==> src/rtl/if_fetch_unit_pkg.sv <==
// Shared core constants and types for the instruction fetch slice.
package if_fetch_unit_pkg;

    localparam int unsigned XLEN = 32;
    localparam int unsigned ILEN = 32;

    localparam logic [ILEN-1:0] NOP_INST = 32'h0000_0013;
    localparam logic [XLEN-1:0] PC_STEP  = 32'd4;

    typedef struct packed {
        logic [XLEN-1:0] pc;
        logic [ILEN-1:0] inst;
    } fq_entry_t;

endpackage

==> src/rtl/if_fetch_unit_fetch_queue.sv <==
// In-order fetch queue: entries allocated at request time, filled by responses, popped at head.
module fetch_queue
    import if_fetch_unit_pkg::*;
#(
    parameter int unsigned DEPTH = 2,
    localparam int unsigned PW   = $clog2(DEPTH)
) (
    input  logic            clk,
    input  logic            rst_n,
    input  logic            i_flush,
    input  logic            i_alloc,
    input  logic [XLEN-1:0] i_alloc_pc,
    input  logic            i_fill,
    input  logic [ILEN-1:0] i_fill_inst,
    input  logic            i_pop,
    output logic [PW:0]     o_count,
    output logic [PW:0]     o_unfilled,
    output logic            o_head_ready,
    output logic [XLEN-1:0] o_head_pc,
    output logic [ILEN-1:0] o_head_inst
);

    localparam logic [PW:0] PTR_ONE = 1;

    fq_entry_t   r_mem [DEPTH];
    // Pointers carry an extra wrap bit so that full and empty are distinguishable.
    logic [PW:0] r_head;
    logic [PW:0] r_tail;
    logic [PW:0] r_fill;

    always_ff @(posedge clk or negedge rst_n) begin
        if (!rst_n) begin
            r_head <= '0;
            r_tail <= '0;
            r_fill <= '0;
        end else if (i_flush) begin
            r_head <= '0;
            r_tail <= '0;
            r_fill <= '0;
        end else begin
            if (i_alloc) r_tail <= r_tail + PTR_ONE;
            if (i_fill)  r_fill <= r_fill + PTR_ONE;
            if (i_pop)   r_head <= r_head + PTR_ONE;
        end
    end

    always_ff @(posedge clk) begin
        if (i_alloc && !i_flush) r_mem[r_tail[PW-1:0]].pc   <= i_alloc_pc;
        if (i_fill && !i_flush)  r_mem[r_fill[PW-1:0]].inst <= i_fill_inst;
    end

    always_comb begin
        o_count      = r_tail - r_head;
        o_unfilled   = r_tail - r_fill;
        o_head_ready = (r_fill != r_head);
        o_head_pc    = r_mem[r_head[PW-1:0]].pc;
        o_head_inst  = r_mem[r_head[PW-1:0]].inst;
    end

endmodule

==> src/rtl/if_fetch_unit.sv <==
// Instruction fetch stage: PC generation, request issue, redirect flush and stale-response dropping.
module if_fetch_unit
    import if_fetch_unit_pkg::*;
#(
    parameter logic [XLEN-1:0] RESET_PC = 32'h0000_0000,
    parameter int unsigned     FQ_DEPTH = 2
) (
    input  logic            clk,
    input  logic            rst,
    output logic            imem_req_valid,
    input  logic            imem_req_ready,
    output logic [XLEN-1:0] imem_req_addr,
    input  logic            imem_rsp_valid,
    input  logic [ILEN-1:0] imem_rsp_data,
    input  logic            redirect_valid,
    input  logic [XLEN-1:0] redirect_pc,
    input  logic            if_id_stall,
    output logic [XLEN-1:0] if_pc,
    output logic [ILEN-1:0] if_inst,
    output logic            if_valid
);

    localparam int unsigned CW = $clog2(FQ_DEPTH) + 1;
    localparam int unsigned OW = CW + 1;
    localparam logic [CW-1:0] CNT_ONE = 1;

    logic [XLEN-1:0] r_pc;
    logic [CW-1:0]   r_drop;
    logic            r_live;

    logic [CW-1:0]   w_count;
    logic [CW-1:0]   w_unfilled;
    logic            w_head_ready;
    logic [XLEN-1:0] w_head_pc;
    logic [ILEN-1:0] w_head_inst;
    logic            w_rsp;
    logic            w_pop;
    logic            w_room;
    logic            w_alloc;
    logic            w_fill;
    logic [OW-1:0]   w_occ;
    logic [CW-1:0]   w_pending;
    logic [CW-1:0]   w_drop_d;

    always_comb begin
        // Nothing is in flight in the first cycle out of reset, so any response then is stale.
        w_rsp     = imem_rsp_valid && r_live;
        w_pop     = w_head_ready && !if_id_stall && !redirect_valid;
        // Dropped in-flight requests still occupy memory-side slots, so they count toward room.
        w_occ     = OW'(r_drop) + OW'(w_count) - OW'(w_pop);
        w_room    = (w_occ < OW'(FQ_DEPTH));
        imem_req_valid = rst && !redirect_valid && w_room;
        imem_req_addr  = r_pc;
        w_alloc   = imem_req_valid && imem_req_ready;
        w_fill    = w_rsp && !redirect_valid && (r_drop == '0) && (w_unfilled != '0);
        w_pending = r_drop + w_unfilled;
        w_drop_d  = r_drop;
        if (redirect_valid) begin
            w_drop_d = (w_rsp && (w_pending != '0)) ? (w_pending - CNT_ONE) : w_pending;
        end else if (w_rsp && (r_drop != '0)) begin
            w_drop_d = r_drop - CNT_ONE;
        end
    end

    always_comb begin
        if_valid = w_head_ready;
        if_pc    = w_head_ready ? w_head_pc : '0;
        if_inst  = w_head_ready ? w_head_inst : NOP_INST;
    end

    always_ff @(posedge clk or negedge rst) begin
        if (!rst) begin
            r_pc   <= RESET_PC;
            r_drop <= '0;
            r_live <= 1'b0;
        end else begin
            r_live <= 1'b1;
            r_drop <= w_drop_d;
            if (redirect_valid) begin
                r_pc <= {redirect_pc[XLEN-1:2], 2'b00};
            end else if (w_alloc) begin
                r_pc <= r_pc + PC_STEP;
            end
        end
    end

    fetch_queue #(
        .DEPTH (FQ_DEPTH)
    ) u_fetch_queue (
        .clk          (clk),
        .rst_n        (rst),
        .i_flush      (redirect_valid),
        .i_alloc      (w_alloc),
        .i_alloc_pc   (r_pc),
        .i_fill       (w_fill),
        .i_fill_inst  (imem_rsp_data),
        .i_pop        (w_pop),
        .o_count      (w_count),
        .o_unfilled   (w_unfilled),
        .o_head_ready (w_head_ready),
        .o_head_pc    (w_head_pc),
        .o_head_inst  (w_head_inst)
    );

endmodule

==> config.mk <==
export PLATFORM = sky130hd
export DESIGN_NAME = if_fetch_unit
export DESIGN_NICKNAME = d
export VERILOG_FILES = /design/src/rtl/if_fetch_unit_pkg.sv /design/src/rtl/if_fetch_unit_fetch_queue.sv /design/src/rtl/if_fetch_unit.sv
export SDC_FILE = /design/constraint.sdc
export NUM_CORES = 1
export LEC_CHECK = 0
export CELL_PAD_IN_SITES_DETAIL_PLACEMENT = 1
export CELL_PAD_IN_SITES_GLOBAL_PLACEMENT = 2
export CORE_MARGIN = 8
export CORE_UTILIZATION = 35
export CTS_CLUSTER_DIAMETER = 60
export DETAILED_ROUTE_END_ITERATION = 7
export PLACE_DENSITY = 0.91
export SYNTH_ARGS = -nofsm -noshare
export SYNTH_HDL_FRONTEND = slang
export SYNTH_SLANG_ARGS = --single-unit
==> constraint.sdc <==
create_clock -name clk -period 9.2 [get_ports clk]
set_clock_uncertainty 0.15 [all_clocks]
set_input_delay 2.76 -clock clk [delete_from_list [all_inputs] [get_ports clk]]
set_output_delay 2.76 -clock clk [all_outputs]
set_load 0.005 [all_outputs]
# --- Word-level counts from Yosys, hierarchy flattened ---
# Memories as Yosys holds them, arrays and structs flattened.
# Cells that the tools add are included.
# W data, S select, Z words.
totals:
  mem_bits_ro: 0
  elab_cells: 60
  latch_bits: 0
  mem_bits_rw: 128
  out_inout_bits: 98
  inputBits: 70
  n_memories: 1
  register_bits: 41
op_classes:
  addsub: 11
  n_eq_ne: 1
  order_cmp: 1
  shifts: 0
  div: 0
  mul: 0
  n_mux: 17
  reduce_logical: 23
  bitwise: 0
memory_table:
  columns: ["memory", "words", "width", "read_ports", "rd_clocked_by_memory_dff", "write_ports", "line_no", "source"]
  rows:
  - ["u_fetch_queue.r_mem", 2, 64, 1, 0, 2, "if_fetch_unit_fetch_queue.sv:25", "fq_entry_t r_mem [DEPTH];"]
op_table:
  columns: ["cell", "count"]
  rows:
  - ["$mux W32", 4]
  - ["$add A32 B3 Y32 const B", 1]
  - ["$mux W2", 9]
  - ["$reduce_bool A2 Y1", 7]
  - ["$logic_and A1 B1 Y1", 13]
  - ["$add A2 B1 Y2 const B", 3]
  - ["$mux W1", 4]
  - ["$sub A2 B1 Y2 const B", 2]
  - ["$sub A2 B2 Y2", 2]
  - ["$add A2 B2 Y3", 1]
  - ["$lt A3 B2 Y1 const B", 1]
  - ["$sub A3 B1 Y3", 1]
  - ["$add A2 B2 Y2", 1]
  - ["$logic_not A1 Y1", 2]
  - ["$logic_not A2 Y1", 1]
  - ["$ne A2 B2 Y1", 1]

# --- Longest topological paths before layout ---
# Gate-level depths: netlist of the first run.
depth:
  ltp_word: 10
  mapped_depth: 14
  ltp_nobuf: 10

# --- Modules after synthesis ---
# Synthesis of the first run repeated with hierarchy kept, for this count alone.
unflattened:
  cells_unflattened: 563
  hier_area_um2: 7703.6
by_module_without_submodules:
  columns: ["module", "area_per_inst_um2", "cells_each", "n_inst", "seq_area_each_um2"]
  rows:
  - ["fetch_queue", 5094.9, 238, 1, 3993.8]
  - ["if_fetch_unit", 2608.8, 325, 1, 825.8]

# --- Worst setup path before layout of the first run ---
# No wires, ideal clock.
synth_path:
  path_kind: "in2out"
  from: "in redirect_valid"
  to: "out imem_req_valid"
  path_slack_ns: 1.344
  path_stages: 9
  required_ns: 6.290
  n_path_buf: 3
  arrival_ns: 4.946
  path_cell_list: "buf_2 clkbuf_1 clkbuf_1 nor3_1 ha_1 nand2b_1 fa_1 xnor2_2 nor3_1"
synth_via:
  elab_chain_cells: 5
  word_cells_on_any_way: 6
  cone_classes: "add/sub: 1; order compare: 1; reduce/logical: 4"
synth_rtl:
  columns: ["item", "line_no", "source"]
  rows:
  - ["start: declaration", "if_fetch_unit.sv:15", "input logic redirect_valid,"]
  - ["$logic_not A1 Y1 *", "if_fetch_unit.sv:48, if_fetch_unit.sv:52", null]
  - ["$logic_and A1 B1 Y1", "if_fetch_unit.sv:48", "w_pop = w_head_ready && !if_id_stall && !redirect_valid;"]
  - ["$sub A3 B1 Y3", "if_fetch_unit.sv:50", "w_occ = OW'(r_drop) + OW'(w_count) - OW'(w_pop);"]
  - ["$lt A3 B2 Y1", "if_fetch_unit.sv:51", "w_room = (w_occ < OW'(FQ_DEPTH));"]
  - ["$logic_and A1 B1 Y1 *", "if_fetch_unit.sv:52", "imem_req_valid = rst && !redirect_valid && w_room;"]
  - ["end: declaration", "if_fetch_unit.sv:10", "output logic imem_req_valid,"]
# Mark *: on every way between the ends. The rest lies on a longest branch, timed or not.

# --- Worst setup path after layout of the first run ---
layout_path:
  from: "in if_id_stall"
  to: "out imem_req_valid"
layout_via:
  elab_chain_cells: 6
layout_rtl:
  columns: ["item", "line_no", "source"]
  rows:
  - ["start: declaration", "if_fetch_unit.sv:17", "input logic if_id_stall,"]
  - ["$logic_not A1 Y1", "if_fetch_unit.sv:48", null]
  - ["$logic_and A1 B1 Y1 (2 in a row)", "if_fetch_unit.sv:48", null]
  - ["$sub A3 B1 Y3", "if_fetch_unit.sv:50", null]
  - ["$lt A3 B2 Y1", "if_fetch_unit.sv:51", null]
  - ["$logic_and A1 B1 Y1", "if_fetch_unit.sv:52", null]
# No other way between the ends.

==> flow_summary.ini, run 1 <==
[critical_path]
worstSetupEndpoint = imem_req_valid
worstPathRequired_ns = 6.29
slowest_delay_ns = 0.56
r2r_end = u_fetch_queue.r_mem[1][37]
crit_chain = clkdlybuf4s50_1, nor3_1, ha_1, nand2b_1, fa_1, xnor2_2, nor3_1, clkdlybuf4s50_1
critPathKind = in2out
cp_max_fo = 9
start_kind = primary input
setup.worst_path.start = if_id_stall
worst-path-buf-inv = 2
path_depth = 8
endpoint_kind = primary output
r2r_slack_ns = 4.46
critPathTopFamily = buffers and inverters
crit_slowest_cell = xnor2_2
r2r_cells = 8
timing.rr.start = u_fetch_queue.r_head[0]
arrival_ns = 5.58

[cts]
cts_tree = done
clk_latency_ns = 0.42
cts-buffers-inserted = 17
clk_path_buf_depth = 2
post_cts_buffers = 0
path_clk_slew_ns = 0.06
cts.sinks = 163
holdBufCountCts = 0
cts_resized = 0
htreeDepth = 4
cts_root_buffer = clkbuf_16

[drt]
drt_iter0_markers = 319
drtPass1Iterations = 4
drt_wl_total_um = 20900
drt-wirelength-per-cell_um = 20.5
vias = 5252
vias_per_cell = 5.17
post-route-drc-count = 0
drtAntennaViolNets = 0

[final_layout]
syn2layout_area_growth_pct = 32.8
stdcell_area_mm2 = 0.00985
layout_common_cells = 159 x clkdlybuf4s50_1, 124 x edfxtp_1, 70 x nor2_1
utilization_pct = 47.2
layout_commonest_cell = clkdlybuf4s50_1
drive_gt1_share_pct = 7.56
layout.nets = 807
antenna_cells = 0

[die]
die_x_um = 162
die_h_um = 162
num_rows = 53
initial_core_util_pct = 35.5
core_area_mm2 = 0.0209
dieArea_mm2 = 0.0261
ioPinCount = 168

[yosys]
yosysSeqAreaShare_pct = 63.4
synth_cells = 573
synthArstFlopShare_pct = 23.9
syn_avg_cell_area_um2 = 12.9
synth_area_mm2 = 0.00742
synth_cell_type_count = 58
synth_edf_count = 124
ys_seq_elements = 163
ys.warnings.count = 0
synthFlopType = edfxtp_1

[timing]
finalCriticalPeriod_ns = 8.49
setup_viol = 0
slew-limit-headroom_pct = 19.7
final-max-slew-violation-count = 0
setup_tns_ns = 0
rsz0062_at_grt = no
tightestPinTransition_ns = 1.20
period_share_pct = 92.3
finalHoldViolCount = 0
fmax_mhz = 118

[place]
dp_hpwl_um = 14800
portBuffers = 161
gp_congestion = 0.782
placed_area_mm2 = 0.00927

[grt]
gr-usage-all-layers_pct = 15.9
grt_pass1_wl_um = 32400
use_met2_pct = 27.5
antenna_found_initial = 0
grt_pass1_vias = 5622
use_met3_pct = 3.08
overflow = 0
grt_max_degree = 68
gr-usage-met1_pct = 19.4
grt_busiest_layer = met2

[status]
status = completed

[job]
max_cap_viol_count = 0

[pwr]
p_leak_nw = 3.29
ir_drop_uv = 128
p_per_area_mw_per_mm2 = 188

[worst_hold_path]
hp-class = reg2reg
per-stage QoR:
stage               setup WS (ns)  hold WS (ns)  power [mW]  std cells
CTS                         0.634         0.472        1.87       1016
floorplan                    1.34         0.335        1.03        576
detailed placement          0.656         0.452        1.17        984
finish                      0.708         0.470        1.86       1016
global placement            0.687         0.408        1.15        984
global route                0.558         0.499        1.92       1016
worst min-delay path: cells and delay by family, from the launching register on:
family / cells / cell delay [ns]
DFF: 1 / 0.42
and+or+nand+nor: 1 / 0.04
xor gates and xnor gates: 1 / 0.13
kinds of logic (layout without fill, tap and decap cells):
group	Yosys count	count (layout)	share of synthesized area (%)
other	2	5	0.101
muxes	66	66	8.94
AOI/OAI and AO/OA	69	69	6.88
adders and majority gates	9	9	1.62
DFF	163	163	63.4
and+or+nand+nor	197	197	13.7
xor gates and xnor gates	16	16	2.28
buffers and inverters	51	216	3.07
report_power, final:
group	leakage (nW)	internal, mW	switching [mW]	total, mW
logic	1.41	0.126	0.138	0.263
registers	1.60	0.834	0.0601	0.894
clock network	0.278	0.403	0.296	0.699
cell type report:
class / instances / area [um^2]
clock buffers: 18 / 429
flip-flops and latches: 163 / 4700
fillers: 2154 / 11000
inverters: 18 / 67.6
multi-input cells: 362 / 2510
clock inverters: 14 / 154
well taps: 275 / 344
repair buffers: 166 / 1640
synthesized netlist by cell type, drive strengths merged, types with 8 or more instances:
cell | n | area [um^2]
edfxtp | 124 | 3720
nor2 | 72 | 273
mux2i | 64 | 641
dfrtp | 39 | 976
nand2 | 34 | 130
nand3 | 23 | 115
buf | 19 | 105
inv | 18 | 67.6
clkbuf | 14 | 55.1
nand4 | 13 | 81.3
o21ai | 13 | 65.1
xnor2 | 12 | 113
nor3 | 11 | 55.1
a21oi | 9 | 48.8
nor4 | 9 | 86.3
o211ai | 9 | 67.6
a221o | 8 | 80.1
ha | 8 | 100
o311ai | 8 | 77.6
layer usage:
layer / up-vias / wire length, um
met4: 0 / 326
met5: - / 0
met1: 2627 / 8740
li1: 2463 / -
met3: 19 / 1130
met2: 143 / 10700
worst min-delay path by stage:
stage	to	from	slack, ns	depth (start not counted)
floorplan	u_fetch_queue.r_mem[0][41]	imem_req_addr[9]	0.34	0
global placement	u_fetch_queue.r_fill[1]	u_fetch_queue.r_fill[1]	0.41	2
CTS	u_fetch_queue.r_head[1]	u_fetch_queue.r_head[1]	0.47	2
finish	u_fetch_queue.r_head[1]	u_fetch_queue.r_head[1]	0.47	2
detailed placement	u_fetch_queue.r_mem[0][62]	imem_req_addr[30]	0.45	0
global route	u_fetch_queue.r_mem[0][62]	imem_req_addr[30]	0.50	0
sequential cells by signal, indices dropped and copies added, names as in the netlist:
register,cells
u_fetch_queue.r_tail,2
r_live,1
u_fetch_queue.r_head,2
u_fetch_queue.r_mem,124
imem_req_addr,30
u_fetch_queue.r_fill,2
r_drop,2
No activity file was read; power rests on OpenSTA's default activity.
==> inputs of run 2 (changes only) <==
--- a/config.mk
+++ b/config.mk
@@ -12,6 +12,7 @@
 export CTS_CLUSTER_DIAMETER = 60
 export DETAILED_ROUTE_END_ITERATION = 7
 export PLACE_DENSITY = 0.91
+export SLEW_MARGIN = 20
 export SYNTH_ARGS = -nofsm -noshare
 export SYNTH_HDL_FRONTEND = slang
 export SYNTH_SLANG_ARGS = --single-unit
==> run 2 against run 1 <==
  * Non-clock buffer count rose by 1
  * Cell count barely moved
  * Routed wire length barely moved
  * Critical path depth is the same
  * Sequential power hardly changed
  * Fmax barely moved
  * Global-route usage is the same
  * Utilization rose by 0.096 points
  * Largest cell class unchanged
  * Highest routed layer unchanged
==> flow_summary.ini, run 2 (synthesis gave the netlist of run 1 again) <==
[grt]
gr-usage-all-layers_pct = 15.9
antenna_found_initial = 0
grt_pass1_vias = 5622
grt_max_degree = 68
overflow = 0
grt_pass1_wl_um = 32400

[cts]
clk_path_buf_depth = 2
post_cts_buffers = 0
cts_root_buffer = clkbuf_16
cts.sinks = 163
cts_resized = 0
holdBufCountCts = 0
htreeDepth = 4
path_clk_slew_ns = 0.06
clk_latency_ns = 0.42
cts_tree = done
cts-buffers-inserted = 17

[final_layout]
layout_commonest_cell = clkdlybuf4s50_1
drive_gt1_share_pct = 7.82
num-fill-cells = 2152
layout.nets = 808
ff_latch_area_mm2 = 0.00470
antenna_cells = 0
layout_common_cells = 159 x clkdlybuf4s50_1, 124 x edfxtp_1, 70 x nor2_1
largest_register_ffs = 124
syn2layout_area_growth_pct = 33.1
utilization_pct = 47.2
multi_input_area_mm2 = 0.00251

[worst_hold_path]
hp-class = reg2reg

[die]
ioPinCount = 168
dieArea_mm2 = 0.0261
num_rows = 53
core_area_mm2 = 0.0209
initial_core_util_pct = 35.5
die_x_um = 162
die_h_um = 162

[timing]
tightestPinTransition_ns = 0.921
fin_ws_ns = 0.703
rsz0062_at_grt = no
setup_viol = 0
finalCriticalPeriod_ns = 8.50
slew-limit-headroom_pct = 38.5
fmax_mhz = 118
holdWs_ns = 0.470
finalHoldViolCount = 0
period_share_pct = 92.4
setup_tns_ns = 0
final-max-slew-violation-count = 0

[drt]
post-route-drc-count = 0
vias = 5286
drtPass1Iterations = 4
vias_per_cell = 5.20
drt_wl_total_um = 20900
drt_iter0_markers = 277
drtAntennaViolNets = 0
drt-wirelength-per-cell_um = 20.5

[place]
gp_congestion = 0.782
portBuffers = 161
dp_hpwl_um = 14800
place_worst_setup_slack_ns = 0.656

[critical_path]
cp_max_fo = 9
endpoint_kind = primary output
crit_chain = clkdlybuf4s50_1, nor3_1, ha_1, nand2b_1, fa_1, xnor2_2, nor3_1, clkdlybuf4s50_1
arrival_ns = 5.59
critPathKind = in2out
worstPathRequired_ns = 6.29
start_kind = primary input
crit_slowest_cell = xnor2_2
slowest_delay_ns = 0.56

[status]
status = completed

[pwr]
ir_drop_uv = 127
p_leak_nw = 3.29
p_per_area_mw_per_mm2 = 188

[job]
max_cap_viol_count = 0
## run 2: metrics by stage
step | power (mW) | instance area, um^2 | cells
2_1_floorplan | 1.03 | 7430 | 576
3_3_place_gp | 1.15 | 9270 | 984
3_5_place_dp | 1.17 | 9270 | 984
4_1_cts | 1.87 | 9850 | 1016
5_1_grt | 1.93 | 9870 | 1017
6_report | 1.86 | 9870 | 1017
## run 2: cell type report
class                      count  area share, %
clock buffer                  18           4.35
clock inverter                14           1.56
inverter                      18          0.685
multi-input combinational    362           25.5
sequential                   163           47.7
tap                          275           3.49
timing repair buffer         167           16.8
## run 2: power breakdown
group          internal [mW]  switching, mW
sequential             0.834         0.0600
combinational          0.126          0.138
clock                  0.403          0.296
## run 2: worst max-delay path, delay by kind of cell
kind | cells | cell delay (ns)
xor+xnor | 1 | 0.56
buf+inv | 2 | 0.96
simple gates | 3 | 0.56
fa+ha+maj | 2 | 0.74
## run 2: layer usage
layer | track usage (%) | routed length [um] | part of all wire [%]
met1 | 19.4 | 8910 | 43
met2 | 27.5 | 10600 | 51
met3 | 3.08 | 1010 | 4.8
met4 | 5.30 | 346 | 1.7
met5 | 0 | 0 | 0
## run 2: final timing paths
path / from / end / slack [ns] / cells past startpoint
min in group asynchronous: rst / imem_req_addr[28] / 2.35 / 2
worst min-delay path: u_fetch_queue.r_head[1] / u_fetch_queue.r_head[1] / 0.47 / 2
max in group asynchronous: rst / u_fetch_queue.r_head[0] / 6.06 / 2
worst min register to register: u_fetch_queue.r_head[1] / u_fetch_queue.r_head[1] / 0.47 / 2
worst max register to register: u_fetch_queue.r_head[0] / u_fetch_queue.r_mem[0][53] / 5.11 / 9
worst max-delay path: if_id_stall / imem_req_valid / 0.70 / 8
